`config.mk`:
```
export PLATFORM = sky130hd
export DESIGN_NAME = taglist_scanner_flat
export DESIGN_NICKNAME = d
export VERILOG_FILES = /design/src/rtl/taglist_pkg.sv /design/src/rtl/taglist_scanner_if.sv /design/src/rtl/taglist_addr_pipe.sv /design/src/rtl/taglist_scanner.sv /design/src/flat_wrapper.sv
export SDC_FILE = /design/constraint.sdc
export NUM_CORES = 1
export LEC_CHECK = 0
export ABC_AREA = 1
export BUFFER_PORTS_ARGS = -buffer_cell sky130_fd_sc_hd__buf_2
export CAP_MARGIN = 10
export CORE_ASPECT_RATIO = 2
export CORE_UTILIZATION = 35
export CTS_CLUSTER_DIAMETER = 40
export DETAILED_ROUTE_END_ITERATION = 7
export PLACE_DENSITY_LB_ADDON = 0.05
export SLEW_MARGIN = 10
export SYNTH_ARGS = -nofsm -noshare
export SYNTH_HDL_FRONTEND = slang
export SYNTH_SLANG_ARGS = --single-unit
```
`constraint.sdc`:
```
create_clock -name clk_1KHz -period 4.2 [get_ports clk_1KHz]
set_input_delay 0 -clock clk_1KHz [delete_from_list [all_inputs] [get_ports clk_1KHz]]
set_output_delay 0 -clock clk_1KHz [all_outputs]
set_load 0.05 [all_outputs]
```
`src/rtl/taglist_pkg.sv`:
```
// Shared definitions for the tag-list scanner: ROM marker codes, FSM states
// and the tag-word width helper.
package taglist_pkg;

  // Two marker bits accompany every ROM word; 2'b10 is treated as mid-segment.
  localparam logic [1:0] MK_MID      = 2'b00;
  localparam logic [1:0] MK_SEG_END  = 2'b01;
  localparam logic [1:0] MK_RSVD     = 2'b10;
  localparam logic [1:0] MK_LIST_END = 2'b11;

  typedef enum logic [1:0] {
    ST_IDLE  = 2'd0,
    ST_PRIME = 2'd1,
    ST_SCAN  = 2'd2,
    ST_FIN   = 2'd3
  } state_e;

  // Tag word layout: {seq, start address, end address, last flag}.
  function automatic int ram_w(input int seq_w, input int addr_w);
    return seq_w + 2 * addr_w + 1;
  endfunction

endpackage

```
`src/rtl/taglist_scanner_if.sv`:
```
// Bus bundle between the scanner and its ROM/RAM environment. The scanner is
// the master: it issues ROM addresses and RAM writes.
interface taglist_scanner_if #(
  parameter int ADDR_W = 10,
  parameter int SEQ_W  = 7
);
  import taglist_pkg::*;

  localparam int RAM_W = ram_w(SEQ_W, ADDR_W);

  logic                start;
  logic [1:0]          lastEnd;
  logic [ADDR_W-1:0]   seqWire;
  logic [RAM_W-1:0]    ramData;
  logic [SEQ_W-1:0]    seqNum;
  logic                w_e_RAM;
  logic                busy;
  logic                done;
  logic [1:0]          err;
  logic [SEQ_W:0]      tag_count;

  modport master (
    input  start, lastEnd,
    output seqWire, ramData, seqNum, w_e_RAM, busy, done, err, tag_count
  );

  modport slave (
    output start, lastEnd,
    input  seqWire, ramData, seqNum, w_e_RAM, busy, done, err, tag_count
  );

endinterface

```
`src/rtl/taglist_addr_pipe.sv`:
```
// Delay line that carries each issued ROM address (and its valid bit) for
// ROM_LAT cycles, so the scanner knows which address the current marker
// bits belong to.
module taglist_addr_pipe #(
  parameter int ADDR_W  = 10,
  parameter int ROM_LAT = 1
) (
  input  logic              clk_1KHz,
  input  logic              reset,
  input  logic [ADDR_W-1:0] addr_i,
  input  logic              vld_i,
  output logic [ADDR_W-1:0] addr_o,
  output logic              vld_o
);

  logic [ADDR_W-1:0]  addr_q [ROM_LAT];
  logic [ROM_LAT-1:0] vld_q;

  // Shift address/valid one stage per clock.
  always_ff @(posedge clk_1KHz or posedge reset) begin
    if (reset) begin
      for (int i = 0; i < ROM_LAT; i++) addr_q[i] <= '0;
      vld_q <= '0;
    end else begin
      addr_q[0] <= addr_i;
      vld_q[0]  <= vld_i;
      for (int i = 1; i < ROM_LAT; i++) begin
        addr_q[i] <= addr_q[i-1];
        vld_q[i]  <= vld_q[i-1];
      end
    end
  end

  assign addr_o = addr_q[ROM_LAT-1];
  assign vld_o  = vld_q[ROM_LAT-1];

endmodule

```
`src/rtl/taglist_scanner.sv`:
```
// Walks a marker ROM from address 0, cutting it into segments at 01/11
// markers and writing one tag word per segment into a RAM.
module taglist_scanner
  import taglist_pkg::*;
#(
  parameter int ADDR_W  = 10,
  parameter int SEQ_W   = 7,
  parameter int ROM_LAT = 1
) (
  input  logic               clk_1KHz,
  input  logic               reset,
  taglist_scanner_if.master  bus
);

  localparam int RAM_W = ram_w(SEQ_W, ADDR_W);

  state_e             state_q, state_d;
  logic [1:0]         prime_cnt_q, prime_cnt_d;
  logic [ADDR_W-1:0]  seqWire_q, seqWire_d;
  logic [ADDR_W-1:0]  seg_start_q, seg_start_d;
  logic [SEQ_W-1:0]   index_q, index_d;
  logic [SEQ_W:0]     tag_count_q, tag_count_d;
  logic [RAM_W-1:0]   ramData_q, ramData_d;
  logic [SEQ_W-1:0]   seqNum_q, seqNum_d;
  logic               w_e_q, w_e_d;
  logic               done_q, done_d;
  logic [1:0]         err_q, err_d;
  logic               term_q, term_d;

  logic [ADDR_W-1:0]  a_d;
  logic               vld_d;
  logic               issue;
  logic               at_top, seg_end, list_end, last;
  logic [SEQ_W-1:0]   seq_field;

  // Address increment that parks at the top of the ROM instead of wrapping.
  function automatic logic [ADDR_W-1:0] next_addr(input logic [ADDR_W-1:0] a);
    return (a == '1) ? a : a + 1'b1;
  endfunction

  assign issue = (state_q == ST_PRIME) || (state_q == ST_SCAN);

  taglist_addr_pipe #(
    .ADDR_W  (ADDR_W),
    .ROM_LAT (ROM_LAT)
  ) u_addr_pipe (
    .clk_1KHz (clk_1KHz),
    .reset    (reset),
    .addr_i   (seqWire_q),
    .vld_i    (issue),
    .addr_o   (a_d),
    .vld_o    (vld_d)
  );

  // State and output registers.
  always_ff @(posedge clk_1KHz or posedge reset) begin
    if (reset) begin
      state_q     <= ST_IDLE;
      prime_cnt_q <= '0;
      seqWire_q   <= '0;
      seg_start_q <= '0;
      index_q     <= '0;
      tag_count_q <= '0;
      ramData_q   <= '0;
      seqNum_q    <= '0;
      w_e_q       <= 1'b0;
      done_q      <= 1'b0;
      err_q       <= '0;
      term_q      <= 1'b0;
    end else begin
      state_q     <= state_d;
      prime_cnt_q <= prime_cnt_d;
      seqWire_q   <= seqWire_d;
      seg_start_q <= seg_start_d;
      index_q     <= index_d;
      tag_count_q <= tag_count_d;
      ramData_q   <= ramData_d;
      seqNum_q    <= seqNum_d;
      w_e_q       <= w_e_d;
      done_q      <= done_d;
      err_q       <= err_d;
      term_q      <= term_d;
    end
  end

  // Next-state logic: prime the ROM pipeline, then decode one marker per cycle.
  // A terminating write keeps the FSM in SCAN for its write cycle (term_q) so
  // the strobe never coincides with FIN; the words still in flight are dropped.
  always_comb begin
    state_d     = state_q;
    prime_cnt_d = prime_cnt_q;
    seqWire_d   = seqWire_q;
    seg_start_d = seg_start_q;
    index_d     = index_q;
    tag_count_d = tag_count_q;
    ramData_d   = ramData_q;
    seqNum_d    = seqNum_q;
    w_e_d       = 1'b0;
    done_d      = done_q;
    err_d       = err_q;
    term_d      = term_q;
    at_top      = (a_d == '1);
    seg_end     = (bus.lastEnd == MK_SEG_END);
    list_end    = (bus.lastEnd == MK_LIST_END);
    last        = 1'b0;
    seq_field   = index_q + 1'b1;

    case (state_q)
      ST_IDLE, ST_FIN: begin
        if (bus.start) begin
          state_d     = ST_PRIME;
          prime_cnt_d = '0;
          seqWire_d   = '0;
          seg_start_d = '0;
          index_d     = '0;
          tag_count_d = '0;
          done_d      = 1'b0;
          err_d       = '0;
          term_d      = 1'b0;
        end
      end
      ST_PRIME: begin
        seqWire_d   = next_addr(seqWire_q);
        prime_cnt_d = prime_cnt_q + 2'd1;
        if (prime_cnt_q == 2'(ROM_LAT - 1)) state_d = ST_SCAN;
      end
      ST_SCAN: begin
        if (term_q) begin
          state_d = ST_FIN;
          done_d  = 1'b1;
        end else begin
          seqWire_d = next_addr(seqWire_q);
          if (vld_d && (seg_end || list_end || at_top)) begin
            last        = list_end || at_top || (index_q == '1);
            w_e_d       = 1'b1;
            seqNum_d    = index_q;
            ramData_d   = {seq_field, seg_start_q, a_d, last};
            seg_start_d = a_d + 1'b1;
            index_d     = index_q + 1'b1;
            tag_count_d = tag_count_q + 1'b1;
            term_d      = last;
            if (seg_end && (index_q == '1)) err_d[0] = 1'b1;
            if (at_top && !list_end)        err_d[1] = 1'b1;
          end
        end
      end
      default: state_d = ST_IDLE;
    endcase
  end

  assign bus.seqWire   = seqWire_q;
  assign bus.ramData   = ramData_q;
  assign bus.seqNum    = seqNum_q;
  assign bus.w_e_RAM   = w_e_q;
  assign bus.busy      = issue;
  assign bus.done      = done_q;
  assign bus.err       = err_q;
  assign bus.tag_count = tag_count_q;

endmodule

```
`src/flat_wrapper.sv`:
```
// flat-port wrapper written by rule: the top's interface ports become plain ports
module taglist_scanner_flat import taglist_pkg::*;
#(
  parameter int ADDR_W  = 10,
  parameter int SEQ_W   = 7,
  parameter int ROM_LAT = 1
)
  (clk_1KHz, reset, bus_start, bus_lastEnd, bus_seqWire, bus_ramData, bus_seqNum, bus_w_e_RAM, bus_busy, bus_done, bus_err, bus_tag_count);
  taglist_scanner_if #(.ADDR_W(ADDR_W), .SEQ_W(SEQ_W)) bus_i ();
  input  logic clk_1KHz;
  input  logic reset;
  input wire logic [$bits(bus_i.start)-1:0] bus_start;
  input wire logic [$bits(bus_i.lastEnd)-1:0] bus_lastEnd;
  output wire logic [$bits(bus_i.seqWire)-1:0] bus_seqWire;
  output wire logic [$bits(bus_i.ramData)-1:0] bus_ramData;
  output wire logic [$bits(bus_i.seqNum)-1:0] bus_seqNum;
  output wire logic [$bits(bus_i.w_e_RAM)-1:0] bus_w_e_RAM;
  output wire logic [$bits(bus_i.busy)-1:0] bus_busy;
  output wire logic [$bits(bus_i.done)-1:0] bus_done;
  output wire logic [$bits(bus_i.err)-1:0] bus_err;
  output wire logic [$bits(bus_i.tag_count)-1:0] bus_tag_count;
  assign bus_i.start = bus_start;
  assign bus_i.lastEnd = bus_lastEnd;
  assign bus_seqWire = bus_i.seqWire;
  assign bus_ramData = bus_i.ramData;
  assign bus_seqNum = bus_i.seqNum;
  assign bus_w_e_RAM = bus_i.w_e_RAM;
  assign bus_busy = bus_i.busy;
  assign bus_done = bus_i.done;
  assign bus_err = bus_i.err;
  assign bus_tag_count = bus_i.tag_count;
  taglist_scanner #(.ADDR_W(ADDR_W), .SEQ_W(SEQ_W), .ROM_LAT(ROM_LAT)) u_core (.clk_1KHz(clk_1KHz), .reset(reset), .bus(bus_i));
endmodule
```
==> out/metrics.csv, run 1 <==
stage,metric,value,unit
status,status,"finished, final reports clean",
timing,slew_viol_final,0,
critical_path,r2r_cells,9,
hold_path,hold_start,bus_start,
floorplan,dieHeight,154,µm
place,io_buffers,62,
power_and_ir_drop,cellPowerDensity,605,mW/mm²
logic_synthesis,netlist_instances,450,
logic_synthesis,synth_xor_area_share,3.24,%
logic_synthesis,ys_ff_latch,90,
floorplan,num_rows,55,
logic_synthesis,synth_adder_area_share,2.47,%
global_route,grt_pass1_vias,3161,
logic_synthesis,ys_types,33,
clocking,clk_path_buf_depth,2,
detailed_routing,dr.pass1.iters,4,
power_and_ir_drop,sw_frac_of_total,42.4,%
logic_synthesis,synth_mux_area_share,0,%
place,post-place-cells,643,
timing,tns,0,ps
timing,skew,6.91,ps
detailed_routing,wl,9.47,mm
finish,final_common_cell,nand2_1,
logic_synthesis,synth-simple-area-share,22.2,%
power_and_ir_drop,p_switching,1.22,mW
floorplan,start_util,35.9,%
clocking,clk_pin_slew,60,ps
logic_synthesis,synth.avg_cell_area,9.01,µm²
detailed_routing,ant_nets,0,
timing,grt_setup_unrepaired,no,
finish,utilization,42.1,%
floorplan,die_area,0.0121,mm²
logic_synthesis,synthesis.nets,463,
critical_path,critical_path_arrival,2610,ps
clocking,numCtsBuffers,9,
power_and_ir_drop,clock_power_share,27.6,%
critical_path,critPathBufInv,3,
floorplan,coreArea,0.0113,mm²
clocking,cts-root-buf,clkbuf_16,
logic_synthesis,synth_compound_area_share,9.99,%
timing,fin_crit_sh,57.1,%
detailed_routing,drcViolationCount,0,
timing,min_period,2400,ps
timing,tightest_slew,991,ps
hold_path,hold_path.class,input port to flop,
finish,drive_gt1_share,19.9,%
finish,diodes,0,
place,gp_congestion,0.772,
critical_path,ff2ff_setup_slack,1800,ps
logic_synthesis,ys_seq_area_share,55.5,%
critical_path,crit_required,4410,ps
logic_synthesis,synth_top_family_by_area,simple AND/OR/NAND/NOR gates,
clocking,clk_latency,340,ps
power_and_ir_drop,p_int,1.66,mW
floorplan,die_w,78.1,µm
finish,mostFrequentLayoutCells,"nand2_1 (147), dfrtp_1 (90), buf_2 (62), inv_1 (38), o21ai_1 (25)",
timing,holdWs,41.3,ps
finish,area_growth,17.2,%
power_and_ir_drop,ir_drop,0.000381,V
critical_path,timing.rr.start,u_core.state_q[0],
detailed_routing,routed_via_density,4.70,
critical_path,cp_slowest_stage_delay,440,ps
global_route,track_usage,17.1,%
detailed_routing,vias,3103,
power_and_ir_drop,combPwrFrac,34.7,%
floorplan,ios,63,
timing,fmax,0.417,GHz
clocking,cts_sinks,90,
critical_path,r2r_end,u_core.seg_start_q[8],
finish,layout.cells.non_filler,660,
global_route,grt_max_degree,57,
timing,finalHoldViolCount,0,
critical_path,critPathMaxFanout,38,
clocking,cts_tree,built,
critical_path,crit_type,flop to flop,
detailed_routing,drt-wirelength-per-cell,14.3,µm
critical_path,setup.worst_path.end_class,flop,
hold_path,holdPathStages,4,
critical_path,cpMaxStageDelayCell,nand2_2,
global_route,grt.overflow.total,0,
logic_synthesis,yosysWarnings,0,
global_route,grt_pass1_wl,15.9,mm
critical_path,cp-start-kind,flop,
global_route,antenna_found_initial,0,
clocking,h-tree-depth,3,
power_and_ir_drop,p_leak,2.39,nW
critical_path,critPathTopFamily,simple AND/OR/NAND/NOR gates,
timing,relSlewSlack,33.9,%
finish,nNetsFinal,526,
power_and_ir_drop,finalPower,2.87,mW
detailed_routing,first_iter_violations,155,
place,dp_hpwl,6.71,mm
job,drv_cap,0,
hold_path,hold_end,u_core.prime_cnt_q[1],
power_and_ir_drop,p_seq_share,37.7,%
logic_synthesis,synth_area,0.00406,mm²
timing,setup_viol,0,
critical_path,path_cells,"inv_1, ha_1, inv_2, or2_0, nand2_2, inv_1, nand2_2, nand2_1, o21ai_2",
-- worst min-delay path: stages --
cell     delay (ps)
buf_2           110
nand2_1          90
nand3_1          90
nand2_1          50
-- sequential cells by signal, summed over array words and instances (netlist names) --
signal / flops
u_core.seg_start_q: 10
u_core.index_q: 7
u_core.bus.w_e_RAM: 1
u_core.term_q: 1
u_core.bus.seqWire: 10
u_core.u_addr_pipe.addr_o: 10
u_core.bus.err: 2
u_core.state_q: 2
u_core.bus.ramData: 28
u_core.bus.tag_count: 8
u_core.bus.seqNum: 7
u_core.prime_cnt_q: 2
u_core.bus.done: 1
u_core.u_addr_pipe.vld_o: 1
-- what timing repair did --
action                    4_1_cts  5_1_grt
buffers inserted                0        0
hold endpoints to repair       55        0
hold buffers                    1        0
gates resized for setup         0        0
-- worst max-delay path by stage --
stage,start,to,slack (ps),cells past startpoint
3_5_place_dp,u_core.state_q[0],u_core.seg_start_q[8],1790,9
4_1_cts,u_core.state_q[0],u_core.seg_start_q[8],1770,9
5_1_grt,u_core.state_q[0],u_core.index_q[1],1480,9
2_1_floorplan,reset,u_core.bus.done,1860,1
6_report,u_core.state_q[0],u_core.seg_start_q[8],1800,9
3_3_place_gp,u_core.u_addr_pipe.addr_o[0],u_core.bus.ramData[23],1820,11
-- per-layer routing --
metal / up-vias / GRT usage, % / routed length, µm
met4: 0 / 6.88 / 191
met2: 52 / 30.6 / 4950
met5: - / 0 / 0
met1: 1473 / 20.2 / 4110
li1: 1566 / - / -
met3: 12 / 2.65 / 214
-- cells by family after synthesis --
kind of cell,count (synthesis)
compound gates,71
xor+xnor,15
fa+ha+maj,8
buf+inv,55
flops,90
simple gates,211
-- area by class of cell --
class	instances	area [µm²]
clock buffers	11	233
clock inverters	5	55.1
fillers	1170	6530
inverters	41	155
multi-input cells	305	1540
flip-flops and latches	90	2250
well taps	142	178
repair buffers	66	343
-- synth_stat cells --
library cell / count / area (µm²)
nand2_1: 147 / 552
dfrtp_1: 90 / 2250
inv_1: 39 / 146
o21ai_1: 25 / 125
o21ai_0: 24 / 120
nand3_1: 22 / 110
nor2_1: 17 / 63.8
xor2_1: 13 / 114
ha_1: 8 / 100
o21ai_2: 8 / 70.1
buf_6: 7 / 78.8
nand2_2: 7 / 43.8
a21oi_1: 6 / 30.0
buf_2: 5 / 25.0
nor3_1: 5 / 25.0
nand4_1: 4 / 25.0
nor2_4: 3 / 33.8
inv_2: 2 / 7.51
nand3_2: 2 / 20.0
nand3b_1: 2 / 15.0
xnor2_1: 2 / 17.5
a31oi_1: 1 / 6.26
clkbuf_1: 1 / 3.75
clkbuf_2: 1 / 5.00
o2111ai_1: 1 / 8.76
o211ai_1: 1 / 7.51
o21a_1: 1 / 7.51
o21bai_1: 1 / 7.51
o22ai_1: 1 / 6.26
o2bb2ai_1: 1 / 8.76
o31ai_1: 1 / 7.51
or2_0: 1 / 6.26
or2_2: 1 / 6.26
-- stage by stage --
| step | setup WS [ps] | instance area, µm² |
|---|---|---|
| floorplan | 1860 | 4060 |
| global placement | 1820 | 4460 |
| detailed placement | 1790 | 4460 |
| CTS | 1770 | 4750 |
| global route | 1480 | 4750 |
| finish | 1800 | 4750 |
-- power by group through the flow --
stage               registers [mW]  logic, mW  clock network (mW)
floorplan                     1.31      0.616                   0
global placement              1.10       1.01                   0
detailed placement            1.10       1.01                   0
CTS                           1.09       1.02               0.818
global route                  1.10       1.11               0.849
finish                        1.08      0.998               0.792
Power figures use the tool's default switching activity.
==> run 2: changes to the inputs <==
--- a/config.mk
+++ b/config.mk
@@ -5,7 +5,7 @@
 export SDC_FILE = /design/constraint.sdc
 export NUM_CORES = 1
 export LEC_CHECK = 0
-export ABC_AREA = 1
+export ABC_AREA = 0
 export BUFFER_PORTS_ARGS = -buffer_cell sky130_fd_sc_hd__buf_2
 export CAP_MARGIN = 10
 export CORE_ASPECT_RATIO = 2
==> constraint.sdc (replaced) <==
create_clock -name clk_1KHz -period 2.45 [get_ports clk_1KHz]
set_input_delay 0 -clock clk_1KHz [delete_from_list [all_inputs] [get_ports clk_1KHz]]
set_output_delay 0 -clock clk_1KHz [all_outputs]
set_load 0.05 [all_outputs]
==> run 2 against run 1 <==
Effect of this change:
- die area shrank 1.3%
- final cell count down 12%
- maximum frequency increased by 11%
- worst setup slack lost 1500 ps
- utilization grew 1.7 points
- first-iteration DRC count increased by 20%
- design area grew 1.5%
- clock power rose by 55%
- global-route usage shrank 1.1 points
- clock skew about the same
- largest cell class unchanged
==> out/metrics.csv, run 2 <==
stage,metric,value,unit,change
clocking,clk_pin_slew,60,ps,about the same
timing,slew_viol_final,0,,unchanged
clocking,clk_path_buf_depth,2,,unchanged
detailed_routing,first_iter_violations,186,,was 155
critical_path,timing.rr.start,u_core.u_addr_pipe.addr_o[0],,was u_core.state_q[0]
timing,min_period,2170,ps,was 2400 ps
power_and_ir_drop,p_seq_share,37.9,%,was 37.7%
place,place_area,0.00455,mm²,was 0.00446 mm²
logic_synthesis,synth-async-reset-ratio,100,%,unchanged
power_and_ir_drop,clock_power_share,25.8,%,was 27.6%
timing,relSlewSlack,67.5,%,was 33.9%
floorplan,die_area,0.0119,mm²,was 0.0121 mm²
detailed_routing,drt-wirelength-per-cell,15.3,µm,was 14.3 µm
logic_synthesis,synth_top_cell_by_area,dfrtp_1,,unchanged
critical_path,critPathMaxFanout,7,,was 38
power_and_ir_drop,p_int,2.88,mW,was 1.66 mW
clocking,clk_latency,330,ps,was 340 ps
power_and_ir_drop,p_leak,2.43,nW,was 2.39 nW
timing,skew,6.71,ps,was 6.91 ps
logic_synthesis,synth_area,0.00400,mm²,was 0.00406 mm²
global_route,track_usage,16.1,%,was 17.1%
logic_synthesis,synth_mux_area_share,8.10,%,was 0%
logic_synthesis,synthesis.nets,375,,was 463
logic_synthesis,synth_xor_area_share,2.85,%,was 3.24%
timing,grt_setup_unrepaired,no,,unchanged
power_and_ir_drop,cellPowerDensity,986,mW/mm²,was 605 mW/mm²
logic_synthesis,synth_adder_area_share,2.50,%,was 2.47%
floorplan,coreArea,0.0110,mm²,was 0.0113 mm²
status,status,"finished, final reports clean",,unchanged
timing,fin_crit_sh,88.5,%,was 57.1%
floorplan,die_w,77.6,µm,was 78.1 µm
hold_path,hold_end,u_core.state_q[1],,was u_core.prime_cnt_q[1]
finish,nNetsFinal,449,,was 526
job,drv_cap,0,,unchanged
hold_path,hold_path.class,input port to flop,,unchanged
logic_synthesis,synth_commonest_cells,"dfrtp_1 (90), nand2_1 (39), o21ai_0 (36)",,"was nand2_1 (147), dfrtp_1 (90), inv_1 (39)"
clocking,h-tree-depth,3,,unchanged
clocking,cts_sinks,90,,unchanged
logic_synthesis,synth_compound_area_share,13.6,%,was 9.99%
timing,setup_viol,0,,unchanged
critical_path,crit_required,2700,ps,was 4410 ps
logic_synthesis,ys_seq_area_share,56.3,%,was 55.5%
global_route,grt.overflow.total,0,,unchanged
critical_path,r2r_end,u_core.bus.tag_count[5],,was u_core.seg_start_q[8]
logic_synthesis,synth_most_common_cell,dfrtp_1,,was nand2_1
global_route,grt_pass1_wl,15.1,mm,was 15.9 mm
critical_path,crit_type,flop to flop,,unchanged
global_route,antenna_found_initial,0,,unchanged
timing,tightest_slew,487,ps,was 991 ps
timing,fmax,0.461,GHz,was 0.417 GHz
timing,setup_ws,281,ps,was 1800 ps
floorplan,num_rows,54,,was 55
logic_synthesis,netlist_instances,362,,was 450
global_route,grt_pass1_vias,2893,,was 3161
logic_synthesis,synth_edf_count,0,,unchanged
power_and_ir_drop,sw_frac_of_total,39.5,%,was 42.4%
clocking,cts-root-buf,clkbuf_16,,unchanged
power_and_ir_drop,p_switching,1.88,mW,was 1.22 mW
place,dp_hpwl,6.31,mm,was 6.71 mm
hold_path,holdPathStages,4,,unchanged
logic_synthesis,yosysWarnings,0,,unchanged
critical_path,critical_path_arrival,2420,ps,was 2610 ps
logic_synthesis,synth-simple-area-share,13.5,%,was 22.2%
place,pre_cts_ws,255,ps,was 1790 ps
finish,utilization,43.8,%,was 42.1%
global_route,grt_max_degree,91,,was 57
timing,finalHoldViolCount,0,,unchanged
logic_synthesis,synth_top_family_by_area,compound AO/OA/AOI/OAI gates,,was simple AND/OR/NAND/NOR gates
timing,tns,0,ps,unchanged
critical_path,setup.worst_path.end_class,flop,,unchanged
finish,final_common_cell,dfrtp_1,,was nand2_1
clocking,numCtsBuffers,9,,unchanged
floorplan,start_util,36.3,%,was 35.9%
logic_synthesis,synth_top_area_share,56.3,%,was 55.5%
floorplan,dieHeight,153,µm,was 154 µm
place,gp_congestion,0.762,,was 0.772
hold_path,hold_start,bus_start,,unchanged
detailed_routing,ant_nets,0,,unchanged
clocking,cts_tree,built,,unchanged
detailed_routing,drcViolationCount,0,,unchanged
logic_synthesis,synth.avg_cell_area,11.1,µm²,was 9.01 µm²
logic_synthesis,synthTopCellsByArea,"dfrtp_1 (56%), mux2_2 (7.6%), o21ai_0 (4.5%), nand2_1 (3.7%), ha_1 (2.5%)",,"was dfrtp_1 (56%), nand2_1 (14%), inv_1 (3.6%), o21ai_1 (3.1%), o21ai_0 (3.0%)"
critical_path,ff2ff_setup_slack,280,ps,was 1800 ps
power_and_ir_drop,combPwrFrac,36.3,%,was 34.7%
finish,largest_reg_flops,28,,unchanged
finish,area_growth,20.6,%,was 17.2%
detailed_routing,wl,8.85,mm,was 9.47 mm
finish,mostFrequentLayoutCells,"dfrtp_1 (90), buf_2 (62), nand2_1 (39), o21ai_0 (36), mux2_2 (27)",,"was nand2_1 (147), dfrtp_1 (90), buf_2 (62), inv_1 (38), o21ai_1 (25)"
clocking,post_cts_buffers,0,,unchanged
power_and_ir_drop,ir_drop,0.000746,V,was 0.000381 V
floorplan,ios,63,,unchanged
place,io_buffers,62,,unchanged
finish,drive_gt1_share,28.7,%,was 19.9%
critical_path,cp-start-kind,flop,,unchanged
finish,diodes,0,,unchanged
detailed_routing,dr.pass1.iters,4,,unchanged
detailed_routing,vias,2977,,was 3103
logic_synthesis,ys_ff_latch,90,,unchanged
detailed_routing,routed_via_density,5.14,,was 4.70
logic_synthesis,ys_types,45,,was 33
logic_synthesis,synth_ff_type,dfrtp_1,,unchanged
critical_path,r2r_cells,7,,was 9
finish,final_area,0.00482,mm²,was 0.00475 mm²
==> run 2: what timing repair did <==
| action | 4_1_cts | 5_1_grt |
|---|---|---|
| hold buffers | 1 | 0 |
| hold endpoints to repair | 90 | 0 |
| resized for setup | 0 | 0 |
==> run 2: worst max-delay path by stage <==
stage | start | endpoint | slack, ps | depth (start not counted)
floorplan | reset | u_core.bus.done | 110 | 1
global placement | u_core.u_addr_pipe.addr_o[0] | u_core.bus.tag_count[5] | 310 | 7
detailed placement | u_core.u_addr_pipe.addr_o[0] | u_core.bus.tag_count[5] | 260 | 7
CTS | u_core.u_addr_pipe.addr_o[0] | u_core.bus.tag_count[5] | 250 | 7
global route | u_core.u_addr_pipe.addr_o[0] | u_core.bus.tag_count[3] | 80 | 8
finish | u_core.u_addr_pipe.addr_o[0] | u_core.bus.tag_count[5] | 280 | 7
==> run 2: final cells by class <==
cell class / count / area [µm²]
well taps: 140 / 175
inverters: 14 / 53.8
repair buffers: 80 / 460
flip-flops and latches: 90 / 2250
clock buffers: 11 / 243
fillers: 1091 / 6190
multi-input cells: 241 / 1620
clock inverters: 3 / 17.5
==> run 2: critical path, cell delays in order (launching register included) <==
cell and delay [ps]:
dfrtp_1 400, ha_1 220, nand4_1 200, o31ai_4 320, buf_4 210, or3b_2 450, mux2i_1 120, o21ai_0 150
==> run 2: logic make-up (layout without fill, tap and decap cells) <==
| group | after synthesis | count (layout) |
|---|---|---|
| AO/OA/AOI/OAI | 84 | 84 |
| XOR/XNOR | 13 | 13 |
| adder cells (fa/ha/maj) | 8 | 8 |
| buffers and inverters | 31 | 108 |
| flip-flops | 90 | 90 |
| multiplexers | 29 | 29 |
| AND/OR/NAND/NOR | 107 | 107 |
==> run 2: metrics by stage <==
step                total power [mW]  instances  hold slack (ps)
floorplan                       2.98        362              187
global placement                3.57        564              142
detailed placement              3.58        564              148
CTS                             4.83        579             9.29
global route                    5.06        579             40.5
finish                          4.76        579             26.0
==> run 2: routing by layer <==
layer / vias up / global-route usage, % / routed length, µm
met4: 0 / 6.38 / 133
met2: 55 / 26.5 / 4500
met1: 1462 / 20.6 / 3910
met3: 8 / 2.99 / 304
li1: 1452 / - / -
met5: - / 0 / 0
==> run 2: power by group through the flow <==
stage          Combinational [mW]  Clock [mW]  Sequential, mW
2_1_floorplan               0.877           0            2.10
4_1_cts                      1.74        1.27            1.81
3_3_place_gp                 1.73           0            1.83
5_1_grt                      1.89        1.33            1.84
6_report                     1.73        1.23            1.80
3_5_place_dp                 1.74           0            1.83
